File: config.mk
export PLATFORM = sky130hd
export DESIGN_NAME = div_sequencer
export DESIGN_NICKNAME = d
export VERILOG_FILES = /design/src/rtl/div_pkg.sv /design/src/rtl/div_step.sv /design/src/rtl/div_sequencer.sv
export SDC_FILE = /design/constraint.sdc
export NUM_CORES = 1
export LEC_CHECK = 0
export BUFFER_PORTS_ARGS = -buffer_cell sky130_fd_sc_hd__buf_2
export CAP_MARGIN = 0
export CORE_MARGIN = 10
export CORE_UTILIZATION = 45
export DETAILED_ROUTE_END_ITERATION = 12
export PLACE_DENSITY = 0.66
export SLEW_MARGIN = 20
export SYNTH_ARGS = -nofsm -noshare
export SYNTH_HDL_FRONTEND = slang
export SYNTH_SLANG_ARGS = --single-unit
File: constraint.sdc
create_clock -name clk -period 7.8 [get_ports clk]
set_clock_uncertainty 0.15 [all_clocks]
set_input_delay 0.78 -clock clk [delete_from_list [all_inputs] [get_ports clk]]
set_output_delay 0.78 -clock clk [all_outputs]
set_load 0.03 [all_outputs]
File: src/rtl/div_pkg.sv
// Shared definitions for the multi-cycle restoring divide sequencer:
// FSM state encoding, latency constants and the divide-by-zero quotient fill.
package div_pkg;

  typedef enum logic [1:0] {
    S_IDLE = 2'd0,
    S_RUN  = 2'd1,
    S_DONE = 2'd2
  } state_t;

  localparam int DIV_DEFAULT_WIDTH = 32;
  // Request-cycle to result-cycle distance for a full iterative divide.
  localparam int DIV_LATENCY = DIV_DEFAULT_WIDTH + 1;

  // Every quotient bit takes this value on a divide by zero (all ones).
  localparam logic DIV0_QUO_BIT = 1'b1;

  function automatic int div_latency(input int width);
    return width + 1;
  endfunction

endpackage

File: src/rtl/div_step.sv
// One combinational restoring-division iteration: shift {rem, quo} left,
// trial-subtract the divisor, keep or restore, and shift in the quotient bit.
module div_step #(
  parameter int DATA_WIDTH = 32
) (
  input  logic [DATA_WIDTH-1:0] i_rem,
  input  logic [DATA_WIDTH-1:0] i_quo,
  input  logic [DATA_WIDTH-1:0] i_div,
  output logic [DATA_WIDTH-1:0] o_rem,
  output logic [DATA_WIDTH-1:0] o_quo
);

  // One spare bit: the shifted remainder can reach 2*divisor-1, which
  // overflows DATA_WIDTH when the divisor has its MSB set.
  logic [DATA_WIDTH:0] w_shift;
  logic [DATA_WIDTH:0] w_diff;

  assign w_shift = {i_rem, i_quo[DATA_WIDTH-1]};
  assign w_diff  = w_shift - {1'b0, i_div};

  always_comb begin
    o_rem = w_shift[DATA_WIDTH-1:0];
    o_quo = {i_quo[DATA_WIDTH-2:0], 1'b0};
    if (!w_diff[DATA_WIDTH]) begin
      o_rem = w_diff[DATA_WIDTH-1:0];
      o_quo = {i_quo[DATA_WIDTH-2:0], 1'b1};
    end
  end

endmodule

File: src/rtl/div_sequencer.sv
// Multi-cycle divide controller that stalls the core while a restoring divider
// iterates. Define SIGNED_DIV_EN to honour signed_i (abs value, overflow, sign fix-up).
module div_sequencer
  import div_pkg::*;
#(
  parameter int DATA_WIDTH = DIV_DEFAULT_WIDTH
) (
  input  logic                  clk,
  input  logic                  rst_n,
  input  logic                  start_i,
  input  logic [DATA_WIDTH-1:0] dividend_i,
  input  logic [DATA_WIDTH-1:0] divisor_i,
  input  logic                  signed_i,
  output logic                  ready_o,
  output logic                  stall_o,
  output logic                  done_o,
  output logic [DATA_WIDTH-1:0] quotient_o,
  output logic [DATA_WIDTH-1:0] remainder_o
);

  localparam int                  CW       = $clog2(DATA_WIDTH);
  localparam logic [CW-1:0]       LAST_CNT = CW'(DATA_WIDTH - 1);
  localparam logic [DATA_WIDTH-1:0] DIV0_QUO = {DATA_WIDTH{DIV0_QUO_BIT}};

  state_t                r_state;
  logic [DATA_WIDTH-1:0] r_rem;
  logic [DATA_WIDTH-1:0] r_quo;
  logic [DATA_WIDTH-1:0] r_div;
  logic [CW-1:0]         r_cnt;

  logic [DATA_WIDTH-1:0] w_step_rem;
  logic [DATA_WIDTH-1:0] w_step_quo;
  logic [DATA_WIDTH-1:0] w_a_mag;
  logic [DATA_WIDTH-1:0] w_b_mag;
  logic [DATA_WIDTH-1:0] w_quo_fin;
  logic [DATA_WIDTH-1:0] w_rem_fin;
  logic                  w_div_zero;
  logic                  w_ovf;
  logic                  w_accept;

  assign w_accept   = (r_state == S_IDLE) && start_i;
  assign w_div_zero = (divisor_i == '0);
  assign ready_o    = (r_state == S_IDLE);
  assign stall_o    = w_accept || (r_state == S_RUN);

`ifdef SIGNED_DIV_EN
  logic r_neg_q;
  logic r_neg_r;
  logic w_a_neg;
  logic w_b_neg;

  assign w_a_neg   = signed_i & dividend_i[DATA_WIDTH-1];
  assign w_b_neg   = signed_i & divisor_i[DATA_WIDTH-1];
  assign w_a_mag   = w_a_neg ? -dividend_i : dividend_i;
  assign w_b_mag   = w_b_neg ? -divisor_i  : divisor_i;
  assign w_ovf     = signed_i && (dividend_i == {1'b1, {(DATA_WIDTH-1){1'b0}}})
                     && (divisor_i == '1);
  assign w_quo_fin = r_neg_q ? -w_step_quo : w_step_quo;
  assign w_rem_fin = r_neg_r ? -w_step_rem : w_step_rem;

  always_ff @(posedge clk) begin
    if (w_accept) begin
      r_neg_q <= w_a_neg ^ w_b_neg;
      r_neg_r <= w_a_neg;
    end
  end
`else
  logic w_unused_signed;

  assign w_unused_signed = signed_i;
  assign w_a_mag         = dividend_i;
  assign w_b_mag         = divisor_i;
  assign w_ovf           = 1'b0;
  assign w_quo_fin       = w_step_quo;
  assign w_rem_fin       = w_step_rem;
`endif

  div_step #(
    .DATA_WIDTH(DATA_WIDTH)
  ) u_step (
    .i_rem(r_rem),
    .i_quo(r_quo),
    .i_div(r_div),
    .o_rem(w_step_rem),
    .o_quo(w_step_quo)
  );

  // Working registers carry no reset; they are always loaded on accept.
  always_ff @(posedge clk) begin
    if (w_accept) begin
      r_rem <= '0;
      r_quo <= w_a_mag;
      r_div <= w_b_mag;
      r_cnt <= LAST_CNT;
    end else if (r_state == S_RUN) begin
      r_rem <= w_step_rem;
      r_quo <= w_step_quo;
      r_cnt <= r_cnt - 1'b1;
    end
  end

  // Results are written on the edge entering DONE so they are valid with done_o.
  always_ff @(posedge clk) begin
    if (!rst_n) begin
      r_state     <= S_IDLE;
      done_o      <= 1'b0;
      quotient_o  <= '0;
      remainder_o <= '0;
    end else begin
      done_o <= 1'b0;
      case (r_state)
        S_IDLE: begin
          if (start_i) begin
            if (w_div_zero) begin
              quotient_o  <= DIV0_QUO;
              remainder_o <= dividend_i;
              done_o      <= 1'b1;
              r_state     <= S_DONE;
            end else if (w_ovf) begin
              quotient_o  <= dividend_i;
              remainder_o <= '0;
              done_o      <= 1'b1;
              r_state     <= S_DONE;
            end else begin
              r_state <= S_RUN;
            end
          end
        end
        S_RUN: begin
          if (r_cnt == '0) begin
            quotient_o  <= w_quo_fin;
            remainder_o <= w_rem_fin;
            done_o      <= 1'b1;
            r_state     <= S_DONE;
          end
        end
        S_DONE:  r_state <= S_IDLE;
        default: r_state <= S_IDLE;
      endcase
    end
  end

endmodule

==> metrics.md, run 1 <==
| Metric | Value |
|---|---|
| Post-synth top flop | `dfxtp_1` |
| Largest net degree at the start of global routing | `85` |
| Final net count | `1103` |
| First-pass GRT wire length | `37.0 mm` |
| Max-slew violation count | `0` |
| WS Path Type | `reg2reg` |
| WP data required | `7.97 ns` |
| FF-to-FF Start | `r_div[0]` |
| GRT Residual Overflow | `0` |
| Sequential area share after synthesis | `47.4%` |
| Yosys warns | `0` |
| Post-route antenna net violation count | `0` |
| Tmin final | `4.28 ns` |
| Peak Freq | `0.234 GHz` |
| Die height | `157 um` |
| Worst Tran Pin Value | `1.03 ns` |
| Crit path max fanout | `25` |
| Status | `finished, final reports clean` |
| Initial antenna violation count | `1` |
| Max_slew headroom | `31.3%` |
| Gpl congestion | `0.877` |
| Vias in the first global route | `6951` |
| Finished Cell Area | `9930 um2` |
| Synth unique cells | `65` |
| Crit path launch | `r_div[0]` |
| Routed wire per std cell | `18.5 um` |
| R2R Path End | `remainder_o[12]` |
| Post-Syn Instances | `895` |
| Final Cycle Share | `54.9%` |
| Worst reg2reg setup slack | `3.52 ns` |
| PwrDens | `307 nW/um2` |
| Final TNS setup | `0 ns` |
| Worst-path cell chain | `ha_1 -> fa_1 -> nor2b_1 -> o31a_1 -> o211ai_1 -> a311oi_2 -> a31oi_2 -> xnor2_4 -> buf_4 -> mux2i_1 -> a21oi_1 -> a31o_2` |
| Area growth syn-to-layout | `17.6%` |
| EDFF count, synth | `64` |
| Top cells by area, synth | `dfxtp_1 (25%), edfxtp_1 (23%), nand2_1 (7.2%)` |
| Arr. time, crit path | `4.46 ns` |
| Die W | `157 um` |
| Via count | `7129` |
| Top cell type by total area after synthesis | `dfxtp_1` |
| CTS tree | `yes` |
| 1st-iter DRT viols | `521` |
| Core Box Area | `18600 um2` |
| Final hold vios | `0` |
| Drc violations | `0` |
| Detailed Place HPWL | `16.2 mm` |
| Port bufs | `133` |
| Tot GR Track Use | `18.7%` |
| Cts hold-fix bufs | `0` |
| FF+latch count, synth | `168` |
| CP endpoint | `remainder_o[12]` |
| Routed WL | `23.1 mm` |
| Clk_lat worst skew | `0.43 ns` |
| # IOs | `135` |
| Clock-pin slew of the registers on the worst-case setup and hold paths | `0.07 ns` |
| Root buffer cell | `clkbuf_16` |
| Full die area | `24700 um2` |
| Clock buffer depth | `2` |
| Critical path's slowest cell | `buf_4` |
| Startpoint class of the critical path | `register` |
| Final setup violation count | `0` |
| H-tree lvl count | `4` |
| TritonCTS Buffers | `17` |
| DRT Pass-1 Iters | `5` |
| Largest stage delay on the critical path | `0.46 ns` |
| Top-area cell type share of the netlist area | `24.6%` |
| Post-CTS sizing | `0` |
| HP Class | `reg2reg` |
| Syn avg cell area | `9.44 um2` |
| # Post-CTS Setup Buffers | `0` |
| Mapped cell area | `8450 um2` |
| Sink Count | `168` |
| Net Count, Synth | `997` |
| Ratio of cells with drive above 1 in the final layout | `23.3%` |
| Worst vdd ir | `0.205 mV` |
| Avg Vias per Cell | `5.71` |
| Worst Reg-to-Reg Cells | `12` |
| Ys async rst share | `0%` |
| Floorplan row count | `50` |
| Most frequent cells after synthesis | `nand2_1 (163), dfxtp_1 (104), edfxtp_1 (64)` |
| Critical Path End Type | `register` |
| Filler Cell Count | `1761` |
| RSZ-0062 raised after global routing | `false` |
| Max Cap Viol | `0` |
| Leakage | `4.42 nW` |
| Initial Util | `45.5%` |
| Dpl cell area | `9280 um2` |
| Most common cell in the synthesized netlist | `nand2_1` |
-- layout by cell type, fill, tap and decap left out, types with 4 or more instances in the layout --
master,instances
a21oi_1,60
o21ai_0,57
o221a_2,32
xnor2_1,17
a32oi_1,4
edfxtp_1,64
o311ai_0,4
a21o_1,20
o211ai_1,25
mux2i_1,23
nor2_1,30
nand3_1,12
ha_1,33
a31o_2,17
a211oi_1,5
buf_2,133
nor3_1,6
inv_1,42
and2_1,6
nand2_1,163
xor2_1,9
inv_6,4
nand4_1,11
nor4_1,10
and3_1,9
dfxtp_1,104
buf_4,10
or3_1,9
a211o_1,4
nand2b_1,5
o21a_1,7
clkbuf_16,18
a31oi_1,5
-- state kept, by name, indices dropped and copies added, names as in the netlist --
register	flops
done_o	1
quotient_o	32
r_cnt	5
r_div	32
r_quo	32
r_rem	32
r_state	2
remainder_o	32
-- critical path: cells and delay by family (launching register included) --
| family | cells | cell delay (ns) |
|---|---|---|
| adders and majority gates | 2 | 0.64 |
| AOI/OAI and AO/OA | 6 | 1.49 |
| xor gates and xnor gates | 1 | 0.42 |
| and+or+nand+nor | 1 | 0.16 |
| muxes | 1 | 0.42 |
| buffers and inverters | 1 | 0.46 |
| DFF | 1 | 0.41 |
-- metal layers --
| layer | global-route usage (%) | up-vias | part of all wire, % |
|---|---|---|---|
| met5 | 0 | - | 0 |
| li1 | - | 3489 | - |
| met3 | 4.53 | 22 | 5.0 |
| met2 | 31.2 | 172 | 49 |
| met1 | 23.8 | 3446 | 45 |
| met4 | 4.85 | 0 | 1.5 |
-- cells by family after synthesis --
kind of cell	after synthesis	synth area share, %
buffers and inverters	100	4.66
AO/OA/AOI/OAI	267	22.5
adder cells (fa/ha/maj)	34	5.12
flip-flops	168	47.4
XOR/XNOR	27	2.89
multiplexers	25	2.99
AND/OR/NAND/NOR	274	14.4
-- how the worst min path moves through the flow --
stage / start / cells after the start / slack, ns / endpoint
detailed placement: r_rem[1] / 2 / 0.31 / r_rem[1]
global placement: r_rem[1] / 2 / 0.31 / r_rem[1]
finish: r_rem[1] / 2 / 0.32 / r_rem[1]
global route: remainder_o[9] / 1 / 0.34 / remainder_o[9]
CTS: r_rem[1] / 2 / 0.32 / r_rem[1]
floorplan: r_rem[19] / 2 / 0.29 / r_rem[19]
-- layout make-up --
| cell class | instances | area, um2 | area share, % |
|---|---|---|---|
| sequential | 168 | 4000 | 40.3 |
| inverter | 43 | 161 | 1.62 |
| multi-input combinational | 627 | 4080 | 41.1 |
| tap | 234 | 293 | 2.95 |
| clock buffer | 19 | 464 | 4.67 |
| timing repair buffer | 144 | 768 | 7.73 |
| clock inverter | 13 | 156 | 1.57 |
| antenna | 1 | 2.50 | 0.0252 |
-- per-stage QoR --
step / std cells / setup slack [ns] / hold WS, ns / power (mW) / util (%)
floorplan: 895 / 4.61 / 0.289 / 1.90 / -
global placement: 1215 / 3.59 / 0.311 / 2.16 / 50.0
detailed placement: 1215 / 3.61 / 0.312 / 2.17 / 50.0
CTS: 1247 / 3.57 / 0.323 / 3.07 / 53.3
global route: 1249 / 3.30 / 0.344 / 3.23 / 53.5
finish: 1249 / 3.52 / 0.321 / 3.05 / 53.5
-- power breakdown --
group | switching, mW | leakage, nW | internal [mW]
clock | 0.378 | 0.304 | 0.509
sequential | 0.0972 | 1.47 | 1.05
combinational | 0.625 | 2.64 | 0.387
Power figures use the tool's default switching activity.
==> inputs of run 2 (changes only) <==
clock period = 4.4 ns   (was 7.8 ns; I/O delays follow)
==> metrics.md, run 2 (synthesis results as in run 1) <==
| Metric | Value |
|---|---|
| Post-CTS sizing | `0` |
| Final hold vios | `0` |
| # Post-CTS Setup Buffers | `0` |
| Crit path max fanout | `20` |
| Routed WL | `23.3 mm` |
| Ratio of cells with drive above 1 in the final layout | `23.3%` |
| Worst Reg-to-Reg Cells | `13` |
| Worst reg2reg setup slack | `0.53 ns` |
| Clock-pin slew of the registers on the worst-case setup and hold paths | `0.07 ns` |
| Final setup violation count | `0` |
| Commonest cells after routing, fill and taps aside | `nand2_1 (163), buf_2 (133), dfxtp_1 (104)` |
| CTS tree | `yes` |
| Core Box Area | `18600 um2` |
| Final Cycle Share | `87.9%` |
| Gpl congestion | `0.892` |
| Largest net degree at the start of global routing | `66` |
| Die height | `157 um` |
| Tot GR Track Use | `18.8%` |
| Area growth syn-to-layout | `17.6%` |
| Sink Count | `168` |
| Drc violations | `0` |
| Initial antenna violation count | `1` |
| Tmin final | `3.87 ns` |
| WP data required | `4.57 ns` |
| Critical Path End Type | `register` |
| Vias in the first global route | `7048` |
| Internal Power | `3.49 mW` |
| Clk_lat worst skew | `0.43 ns` |
| Initial Util | `45.5%` |
| Port bufs | `133` |
| Routed wire per std cell | `18.6 um` |
| # IOs | `135` |
| Most common cell after layout, fill and taps aside | `nand2_1` |
| Full die area | `24700 um2` |
| Floorplan row count | `50` |
| Filler Cell Count | `1754` |
| Worst vdd ir | `0.312 mV` |
| Clock buffer depth | `2` |
| Detailed Place HPWL | `16.7 mm` |
| 1st-iter DRT viols | `481` |
| Sequential power share | `37.7%` |
| Max Cap Viol | `0` |
| Startpoint class of the critical path | `register` |
| Hold WS | `0.0452 ns` |
| H-tree lvl count | `4` |
| Root buffer cell | `clkbuf_16` |
| DRT Pass-1 Iters | `5` |
| WS Path Type | `reg2reg` |
| Arr. time, crit path | `4.04 ns` |
| Via count | `7148` |
| Final net count | `1106` |
| Max-slew violation count | `0` |
| Switching Share | `35.6%` |
| Comb pwr share | `33.0%` |
| Post-route antenna net violation count | `0` |
| Status | `finished, final reports clean` |
| Worst Tran Pin Value | `1.12 ns` |
| Max_slew headroom | `25.3%` |
| Avg Vias per Cell | `5.71` |
| Leakage | `4.42 nW` |
| Peak Freq | `0.259 GHz` |
| Cts hold-fix bufs | `0` |
| TritonCTS Buffers | `17` |
| Final TNS setup | `0 ns` |
| Die W | `157 um` |
| RSZ-0062 raised after global routing | `false` |
| PwrDens | `546 nW/um2` |
| Clk network pwr share | `29.3%` |
| First-pass GRT wire length | `37.3 mm` |
| Worst Hold Depth | `1` |
| GRT Residual Overflow | `0` |
| Net switching power | `1.93 mW` |
| HP Class | `in2reg` |
## run 2: final cells by class
class	count	area (um2)	area share, %
flip-flops and latches	168	4000	40.3
repair buffers	147	771	7.76
diodes	1	2.50	0.0252
inverters	43	161	1.62
well taps	234	293	2.95
clock inverters	12	163	1.64
clock buffers	20	458	4.61
multi-input cells	627	4080	41.1
## run 2: worst max-delay path, cell delays in order (launching register included)
cell	delay, ns
edfxtp_1	0.33
inv_1	0.05
ha_1	0.21
fa_1	0.41
nor2b_1	0.19
o31a_1	0.27
o211ai_1	0.22
a311oi_2	0.43
a31oi_2	0.25
xnor2_4	0.19
buf_4	0.33
mux2i_1	0.38
a21oi_1	0.11
a31o_2	0.23
## run 2: path summary, 6_finish.rpt
check                              startpoint              end
worst max register to register      r_quo[31]  remainder_o[15]
worst min register to register       r_rem[1]         r_rem[1]
worst min-delay path            divisor_i[26]        r_div[26]
worst max-delay path                r_quo[31]  remainder_o[15]
## run 2: power by group through the flow
stage	combinational, mW	sequential, mW	clock [mW]
floorplan	1.28	2.10	0
global placement	1.77	2.07	0
detailed placement	1.79	2.08	0
CTS	1.80	2.05	1.61
global route	2.01	2.07	1.68
finish	1.79	2.05	1.59
## run 2: per-layer routing
layer / part of all wire, % / vias up / GRT usage (%)
met5: 0 / - / 0
met4: 0.88 / 0 / 3.83
met3: 6.0 / 24 / 4.83
met2: 49 / 184 / 31.4
met1: 45 / 3434 / 24.1
li1: - / 3506 / -
## run 2: metrics by stage
step / instances / utilization (%) / setup slack, ns / cell area (um2) / power (mW)
finish: 1252 / 53.5 / 0.532 / 9940 / 5.43
global route: 1252 / 53.5 / 0.296 / 9940 / 5.76
CTS: 1251 / 53.5 / 0.543 / 9930 / 5.46
detailed placement: 1219 / 50.1 / 0.567 / 9310 / 3.87
global placement: 1219 / 50.1 / 0.672 / 9310 / 3.84
floorplan: 895 / - / 1.36 / 8450 / 3.38
